==> config.mk <==
export PLATFORM = sky130hd
export DESIGN_NAME = kitchen_timer_ctrl
export DESIGN_NICKNAME = d
export VERILOG_FILES = /design/src/rtl/kitchen_timer_ctrl_pkg.sv /design/src/rtl/kitchen_timer_ctrl_bcd60_updown.sv /design/src/rtl/kitchen_timer_ctrl.sv
export SDC_FILE = /design/constraint.sdc
export NUM_CORES = 1
export LEC_CHECK = 0
export BUFFER_PORTS_ARGS = -buffer_cell sky130_fd_sc_hd__buf_2
export CORE_MARGIN = 2
export CORE_UTILIZATION = 30
export DETAILED_ROUTE_END_ITERATION = 10
export PLACE_DENSITY = 0.51
export SYNTH_ARGS = -nofsm -noshare
export SYNTH_HDL_FRONTEND = slang
export SYNTH_SLANG_ARGS = --single-unit
==> constraint.sdc <==
create_clock -name clk -period 2.31 [get_ports clk]
set_input_delay 0.462 -clock clk [delete_from_list [all_inputs] [get_ports clk]]
set_output_delay 0.462 -clock clk [all_outputs]
set_load 0.02 [all_outputs]
==> src/rtl/kitchen_timer_ctrl_pkg.sv <==
// Shared definitions for the MM:SS kitchen timer: FSM state codes and BCD digit limits.
// A helper tells whether a two-digit BCD field reads 00.
package kitchen_timer_ctrl_pkg;

    typedef enum logic [1:0] {
        ST_IDLE  = 2'd0,
        ST_RUN   = 2'd1,
        ST_PAUSE = 2'd2,
        ST_ALARM = 2'd3
    } state_e;

    localparam logic [3:0] DEC_TENS_MAX = 4'd5;
    localparam logic [3:0] DEC_ONES_MAX = 4'd9;

    function automatic logic bcd_is_zero(input logic [3:0] tens, input logic [3:0] ones);
        return (tens == 4'd0) && (ones == 4'd0);
    endfunction

endpackage

==> src/rtl/kitchen_timer_ctrl_bcd60_updown.sv <==
// Two-digit BCD field (00..59) with wrapping increment and decrement.
// borrow_out is combinational so the next field can decrement on the same edge.
module kitchen_timer_ctrl_bcd60_updown
    import kitchen_timer_ctrl_pkg::*;
(
    input  logic       clk,
    input  logic       reset_p,
    input  logic       inc,
    input  logic       dec,
    input  logic       clr,
    output logic [3:0] tens,
    output logic [3:0] ones,
    output logic       borrow_out
);

    logic [3:0] tens_q, tens_d;
    logic [3:0] ones_q, ones_d;

    always_comb begin
        tens_d     = tens_q;
        ones_d     = ones_q;
        borrow_out = 1'b0;
        if (clr) begin
            tens_d = 4'd0;
            ones_d = 4'd0;
        end else if (inc) begin
            if (ones_q == DEC_ONES_MAX) begin
                ones_d = 4'd0;
                tens_d = (tens_q == DEC_TENS_MAX) ? 4'd0 : tens_q + 4'd1;
            end else begin
                ones_d = ones_q + 4'd1;
            end
        end else if (dec) begin
            if (ones_q == 4'd0) begin
                ones_d = DEC_ONES_MAX;
                if (tens_q == 4'd0) begin
                    tens_d     = DEC_TENS_MAX;
                    borrow_out = 1'b1;
                end else begin
                    tens_d = tens_q - 4'd1;
                end
            end else begin
                ones_d = ones_q - 4'd1;
            end
        end
    end

    always_ff @(posedge clk or posedge reset_p) begin
        if (reset_p) begin
            tens_q <= 4'd0;
            ones_q <= 4'd0;
        end else begin
            tens_q <= tens_d;
            ones_q <= ones_d;
        end
    end

    assign tens = tens_q;
    assign ones = ones_q;

endmodule

==> src/rtl/kitchen_timer_ctrl.sv <==
// MM:SS countdown timer: set/start/pause/clear control, 1 Hz decrement, timed alarm.
// Drives four registered BCD digits for the display scanner.
module kitchen_timer_ctrl
    import kitchen_timer_ctrl_pkg::*;
#(
    parameter int unsigned ALARM_SEC = 5
) (
    input  logic       clk,
    input  logic       reset_p,
    input  logic       tick_sec,
    input  logic       btn_start,
    input  logic       btn_clear,
    input  logic       btn_inc_m,
    input  logic       btn_inc_s,
    output logic [3:0] min10,
    output logic [3:0] min1,
    output logic [3:0] sec10,
    output logic [3:0] sec1,
    output logic       running,
    output logic       alarm,
    output logic [1:0] state
);

    localparam int CW = $clog2(ALARM_SEC + 1);

    state_e          state_q, state_d;
    logic [CW-1:0]   acnt_q, acnt_d;
    logic            running_q, running_d;
    logic            alarm_q, alarm_d;

    logic            fld_clr, sec_inc, min_inc, sec_dec, sec_borrow;
    logic            time_zero, time_one;

    kitchen_timer_ctrl_bcd60_updown u_sec (
        .clk        (clk),
        .reset_p    (reset_p),
        .inc        (sec_inc),
        .dec        (sec_dec),
        .clr        (fld_clr),
        .tens       (sec10),
        .ones       (sec1),
        .borrow_out (sec_borrow)
    );

    // Minutes only step down when the seconds field wraps 00 -> 59 on this edge.
    kitchen_timer_ctrl_bcd60_updown u_min (
        .clk        (clk),
        .reset_p    (reset_p),
        .inc        (min_inc),
        .dec        (sec_borrow),
        .clr        (fld_clr),
        .tens       (min10),
        .ones       (min1),
        .borrow_out ()
    );

    assign time_zero = bcd_is_zero(min10, min1) && bcd_is_zero(sec10, sec1);
    assign time_one  = bcd_is_zero(min10, min1) && (sec10 == 4'd0) && (sec1 == 4'd1);

    always_comb begin
        state_d = state_q;
        acnt_d  = acnt_q;
        fld_clr = 1'b0;
        sec_inc = 1'b0;
        min_inc = 1'b0;
        sec_dec = 1'b0;
        unique case (state_q)
            ST_IDLE: begin
                if (btn_clear) begin
                    fld_clr = 1'b1;
                end else if (btn_start) begin
                    if (!time_zero) state_d = ST_RUN;
                end else begin
                    sec_inc = btn_inc_s;
                    min_inc = btn_inc_m;
                end
            end
            ST_RUN: begin
                if (btn_clear) begin
                    fld_clr = 1'b1;
                    state_d = ST_IDLE;
                end else if (btn_start) begin
                    state_d = ST_PAUSE;
                end else if (tick_sec) begin
                    sec_dec = 1'b1;
                    if (time_one) state_d = ST_ALARM;
                end
            end
            ST_PAUSE: begin
                if (btn_clear) begin
                    fld_clr = 1'b1;
                    state_d = ST_IDLE;
                end else if (btn_start) begin
                    state_d = ST_RUN;
                end
            end
            ST_ALARM: begin
                if (btn_clear || btn_start) begin
                    fld_clr = btn_clear;
                    acnt_d  = '0;
                    state_d = ST_IDLE;
                end else if (tick_sec) begin
                    if (acnt_q == CW'(ALARM_SEC - 1)) begin
                        acnt_d  = '0;
                        state_d = ST_IDLE;
                    end else begin
                        acnt_d = acnt_q + CW'(1);
                    end
                end
            end
            default: state_d = ST_IDLE;
        endcase
        running_d = (state_d == ST_RUN);
        alarm_d   = (state_d == ST_ALARM);
    end

    always_ff @(posedge clk or posedge reset_p) begin
        if (reset_p) begin
            state_q   <= ST_IDLE;
            acnt_q    <= '0;
            running_q <= 1'b0;
            alarm_q   <= 1'b0;
        end else begin
            state_q   <= state_d;
            acnt_q    <= acnt_d;
            running_q <= running_d;
            alarm_q   <= alarm_d;
        end
    end

    assign running = running_q;
    assign alarm   = alarm_q;
    assign state   = state_q;

endmodule

Word level (Yosys, flattened, before mapping) --
Index checks and enable logic that the tools add are counted.
Word-level totals: bits in read-only memories 0, bits in latches 0, memories kept 0, word-level logic and storage cells 108, register bits 23, RAM bits 0, input bits 7, output and inout port bits 20
Cells by class: add/sub/neg operators 9, muxes and demuxes 58, shifts and indexed selects 0, bitwise gates (word level) 0, reductions and logical operators 20, equal/unequal tests 13, order comparisons 0, $mul 0, div/mod/pow operators 0
Operator list (number):
- two-way mux 4 bit | 24
- two-way mux 2 bit | 12
- two-way mux 1 bit | 17
- adder 4 x 1 -> 4 bit (second input constant) | 4
- logical NOT 4 bit | 4
- subtractor 4 x 1 -> 4 bit (second input constant) | 4
- nonzero test 3 bit | 4
- two-way mux 3 bit | 3
- == test 4 x 3 -> 1 bit (second input constant) | 2
- == test 4 bit (second input constant) | 2
- one-hot mux 2 bit (4 select lines) | 1
- == test 2 bit (second input constant) | 3
- != test 3 x 2 -> 1 bit (second input constant) | 2
- AND reduction 3 bit | 2
- logical AND 1 bit | 5
- == test 2 x 1 -> 1 bit (second input constant) | 2
- == test 4 x 1 -> 1 bit (second input constant) | 1
- adder 3 x 1 -> 3 bit (second input constant) | 1
- == test 3 bit (second input constant) | 1
- OR reduction 3 bit | 1
- logical NOT 2 bit | 1
- one-hot mux 1 bit (2 select lines) | 1
- AND reduction 2 bit | 1
- nonzero test 2 bit | 1
- logical OR 1 bit | 1

Longest topological paths before layout --
word-level depth 10, gate-level depth with buffers 6, depth with buffers taken out 6

Cells and area by module --
From an unflattened synthesis, not the netlist that was laid out.
Unflattened totals: cells, all modules 197, area, all modules 1796.7 sq um
Modules (own cells, without submodules):
- kitchen_timer_ctrl_bcd60_updown | area an instance 651.9 sq um, cells an instance 74, instances 2, sequential area each 200.2 sq um
- kitchen_timer_ctrl | area an instance 493.0 sq um, cells an instance 49, instances 1, sequential area each 175.2 sq um

Worst setup path before layout --
Ideal clock, no wire load.
path kind register to register, start register u_sec.ones_q[3], in the netlist u_sec.ones[3], end register u_sec.tens_q[1], in the netlist u_sec.tens[1], data required time 2.232 ns, cell stages (with the launch flop) 7, path buffers 1, library setup time 0.078 ns, clock period less this slack 1.867 ns, data arrival time 1.789 ns, setup slack 0.443 ns, path through dfrtp_1 > buf_6 > nor4_1 > a311oi_1 > a211o_4 > a2111o_1 > a21oi_1
Between the ends: cells in the longest elaborated chain, start to end 3, elaborated cells on any way between the ends 5, classes of those cells 2 x eq/ne; 3 x reduce/logical
RTL lines:
- from (decl) | RTL line kitchen_timer_ctrl_bcd60_updown.sv:17 | logic [3:0] ones_q, ones_d;
- from (signal assigned) | RTL line kitchen_timer_ctrl_bcd60_updown.sv:54 | ones_q <= ones_d;
- == test 4 bit / logical NOT 4 bit (equally long branches) | RTL line kitchen_timer_ctrl_bcd60_updown.sv:27, kitchen_timer_ctrl_bcd60_updown.sv:34
- != test 3 x 2 -> 1 bit (no line) / nonzero test 3 bit (equally long branches)
- AND reduction 3 bit (no line) *
- to (signal assigned) | RTL line kitchen_timer_ctrl_bcd60_updown.sv:53 | tens_q <= tens_d;
- to (decl) | RTL line kitchen_timer_ctrl_bcd60_updown.sv:16 | logic [3:0] tens_q, tens_d;
Mark *: on every way between the ends. The rest lies on a longest branch, timed or not. A chain may end at the register's enable or synchronous reset.

Final worst setup path --
start register u_sec.ones_q[0], in the netlist u_sec.ones[0], end register u_min.ones_q[2], in the netlist u_min.ones[2]
Between the ends: cells in the longest elaborated chain, start to end 6
RTL lines:
- logical NOT 4 bit | RTL line kitchen_timer_ctrl_bcd60_updown.sv:34 | if (ones_q == 4'd0) begin
- two-way mux 1 bit | RTL line kitchen_timer_ctrl_bcd60_updown.sv:34
- two-way mux 1 bit | RTL line kitchen_timer_ctrl_bcd60_updown.sv:33 | end else if (dec) begin
- two-way mux 1 bit | RTL line kitchen_timer_ctrl_bcd60_updown.sv:26 | end else if (inc) begin
- two-way mux 1 bit | RTL line kitchen_timer_ctrl_bcd60_updown.sv:23 | if (clr) begin
- nonzero test 3 bit (no line)
- to (signal assigned) | RTL line kitchen_timer_ctrl_bcd60_updown.sv:54
- to (decl) | RTL line kitchen_timer_ctrl_bcd60_updown.sv:17
No other way between the ends.

==> impl_metrics.json <==
{
  "leakagePower_nw": 0.865,
  "grt_overflow_total": 0,
  "netlist.area_leader.share_pct": 33.9,
  "ys_warn_count": 0,
  "diodes": 0,
  "r2r-end": "u_min.ones[2]",
  "cts_root_buffer": "clkbuf_8",
  "cts.reportedPaths.clkPinSlew_ns": 0.09,
  "grt_pass1_vias": 1389,
  "max_slew.worst_pin.slew_ns": 0.478,
  "power_density_mw_per_mm2": 885,
  "synthCells": 196,
  "path_max_fanout": 15,
  "layout_min_cycle_time_ns": 2.10,
  "power.total_mw": 1.75,
  "routedWlPerCell_um": 13.7,
  "crit_required_ns": 2.48,
  "preCtsSetupSlack_ns": 0.0590,
  "dp_hpwl_um": 2980,
  "worst_hold_path_type": "primary input to async pin",
  "antenna_found_initial": 0,
  "drc_errors": 0,
  "synthArstFlopShare_pct": 100,
  "die_area_mm2": 0.00628,
  "postRouteAntennaNets": 0,
  "slew-limit-headroom_pct": 67.8,
  "rr_startpoint": "u_sec.ones[0]",
  "setup.worst_path.end_class": "flip-flop",
  "synth_flop_cell": "dfrtp_1",
  "critPathKind": "flip-flop to flip-flop",
  "rsz0062_at_grt": "no",
  "nNetsFinal": 234,
  "post-route-period-util_pct": 91.1,
  "fmax_mhz": 475,
  "ys_top_cells_by_count": "23 x dfrtp_1, 19 x nand2_1, 15 x nor2_1",
  "timing.final.max_slew_violations": 0,
  "initial_core_util_pct": 31.0,
  "ys_types": 64,
  "setup_viol": 0,
  "synthToLayoutAreaGrowth_pct": 16.3,
  "status": "finished clean",
  "finalHoldViolations": 0,
  "rows": 27,
  "yosys-top-cells-area": "dfrtp_1 34%, nand2_1 4.2%, nor2_1 3.3%",
  "synth_edf_count": 0,
  "clockBufferDepth": 2,
  "fp.dieW_um": 79.3,
  "drt_iter0_drc": 164,
  "cts_setup_buffers": 0,
  "grt_max_degree": 24,
  "ys_seq_elements": 23,
  "cts_inserted_buffers": 3,
  "routed_via_density": 5.35,
  "synth_top_area_cell": "dfrtp_1",
  "startpoint": "u_sec.ones[0]",
  "gp_congestion": 0.838,
  "ios": 27,
  "drt_pass1_iterations": 4,
  "hold_buffers": 0,
  "avgSynthCellArea_um2": 8.67,
  "arrival_ns": 2.27,
  "rr_worst_depth": 5,
  "cts_max_level": 1,
  "dr_total_vias": 1585,
  "die_height_um": 79.3,
  "cap_violations": 0,
  "peakVddDrop_mv": 0.356,
  "skew_ns": 0.00356,
  "cp-start-kind": "flip-flop",
  "cts_resized": 0,
  "cts.sinks": 23,
  "coreArea_mm2": 0.00547,
  "layout_setup_ws_ns": 0.207,
  "wl_um": 4040,
  "drive_gt1_share_pct": 25.4,
  "grt_pass1_wl_um": 6820,
  "syn-cell-area_mm2": 0.00170,
  "clock_latency_ns": 0.26,
  "yosysSeqAreaShare_pct": 33.9,
  "cts_tree": "yes",
  "synth.most_common_cell": "dfrtp_1",
  "gr-usage-all-layers_pct": 13.4,
  "syn_nets": 205,
  "numPortBuffers": 26,
  "fin_setup_tns_ns": 0,
  "r2r_slack_ns": 0.21
}
==> cells in the final DEF, fill, tap and decap left out, types with 2 or more instances in the layout <==
cell / count
nor3_1: 4
nand2_1: 19
nor3b_1: 2
o31ai_1: 4
a21o_1: 2
a31oi_1: 6
a21oi_1: 11
o2111ai_1: 2
xor2_1: 3
nand4_1: 3
buf_2: 26
nand3_1: 7
o22ai_1: 2
nor3_2: 2
nor2_1: 15
xnor2_1: 4
nor4_1: 4
nand3b_1: 2
dfrtp_1: 23
a211oi_1: 5
a41o_1: 2
o21ai_0: 8
and3_1: 2
buf_4: 12
or3_1: 3
clkbuf_8: 3
ha_1: 2
inv_1: 8
o21ai_1: 2
and4_1: 2
==> cell families after synthesis <==
group                    share of synthesized area [%]
AND/OR/NAND/NOR                                   26.1
AO/OA/AOI/OAI                                     27.2
buffers and inverters                             6.55
flip-flops                                        33.9
XOR/XNOR                                          3.61
multiplexers                                      1.25
adder cells (fa/ha/maj)                           1.47
==> through the flow <==
stage | std cells | util [%] | hold slack [ns] | area [um2]
2_1_floorplan | 196 | - | 0.464 | 1700
5_1_grt | 296 | 36.1 | 0.252 | 1980
3_5_place_dp | 292 | 35.3 | 0.506 | 1930
4_1_cts | 296 | 36.1 | 0.241 | 1980
3_3_place_gp | 292 | 35.3 | 0.508 | 1930
6_report | 296 | 36.1 | 0.231 | 1980
==> power breakdown <==
group / leakage [nW] / switching [mW] / internal [mW]
Clock: 0.0228 / 0.130 / 0.123
Combinational: 0.537 / 0.469 / 0.355
Sequential: 0.306 / 0.179 / 0.493
==> flip-flops by register name, indices dropped and copies added (netlist names) <==
name	cells
u_sec.tens	4
u_min.tens	4
alarm	1
u_min.ones	4
u_sec.ones	4
state	2
running	1
acnt_q	3
==> worst max-delay path by stage <==
stage | endpoint | slack, ns | cells past startpoint
2_1_floorplan | u_sec.tens[1] | 0.44 | 6
3_3_place_gp | u_min.ones[2] | 0.08 | 7
3_5_place_dp | u_min.ones[2] | 0.06 | 7
4_1_cts | u_min.ones[2] | 0.20 | 5
5_1_grt | u_min.ones[2] | 0.04 | 5
6_report | u_min.ones[2] | 0.21 | 5
==> worst max-delay path, cell delays in order, from the launching register on <==
cell and delay [ns]:
dfrtp_1 0.54, nor4_1 0.53, nand2_1 0.22, o21ai_2 0.31
nand2_1 0.14, o31ai_1 0.26
==> final cells by class <==
cell class,count,area [um2]
multi-input cells,150,1010
well taps,72,90.1
repair buffers,38,220
fillers,588,3500
inverters,9,33.8
clock buffers,4,45.0
flip-flops and latches,23,576
==> per-layer routing <==
layer  up-vias  global-route usage [%]  part of all wire, %
li1        802                       -                    -
met1       748                    19.7                   50
met2        31                    20.4                   45
met3         4                    1.36                  3.3
met4         0                    4.83                  1.4
met5         -                       0                    0
Note: power is estimated with default switching activity, not from simulation.
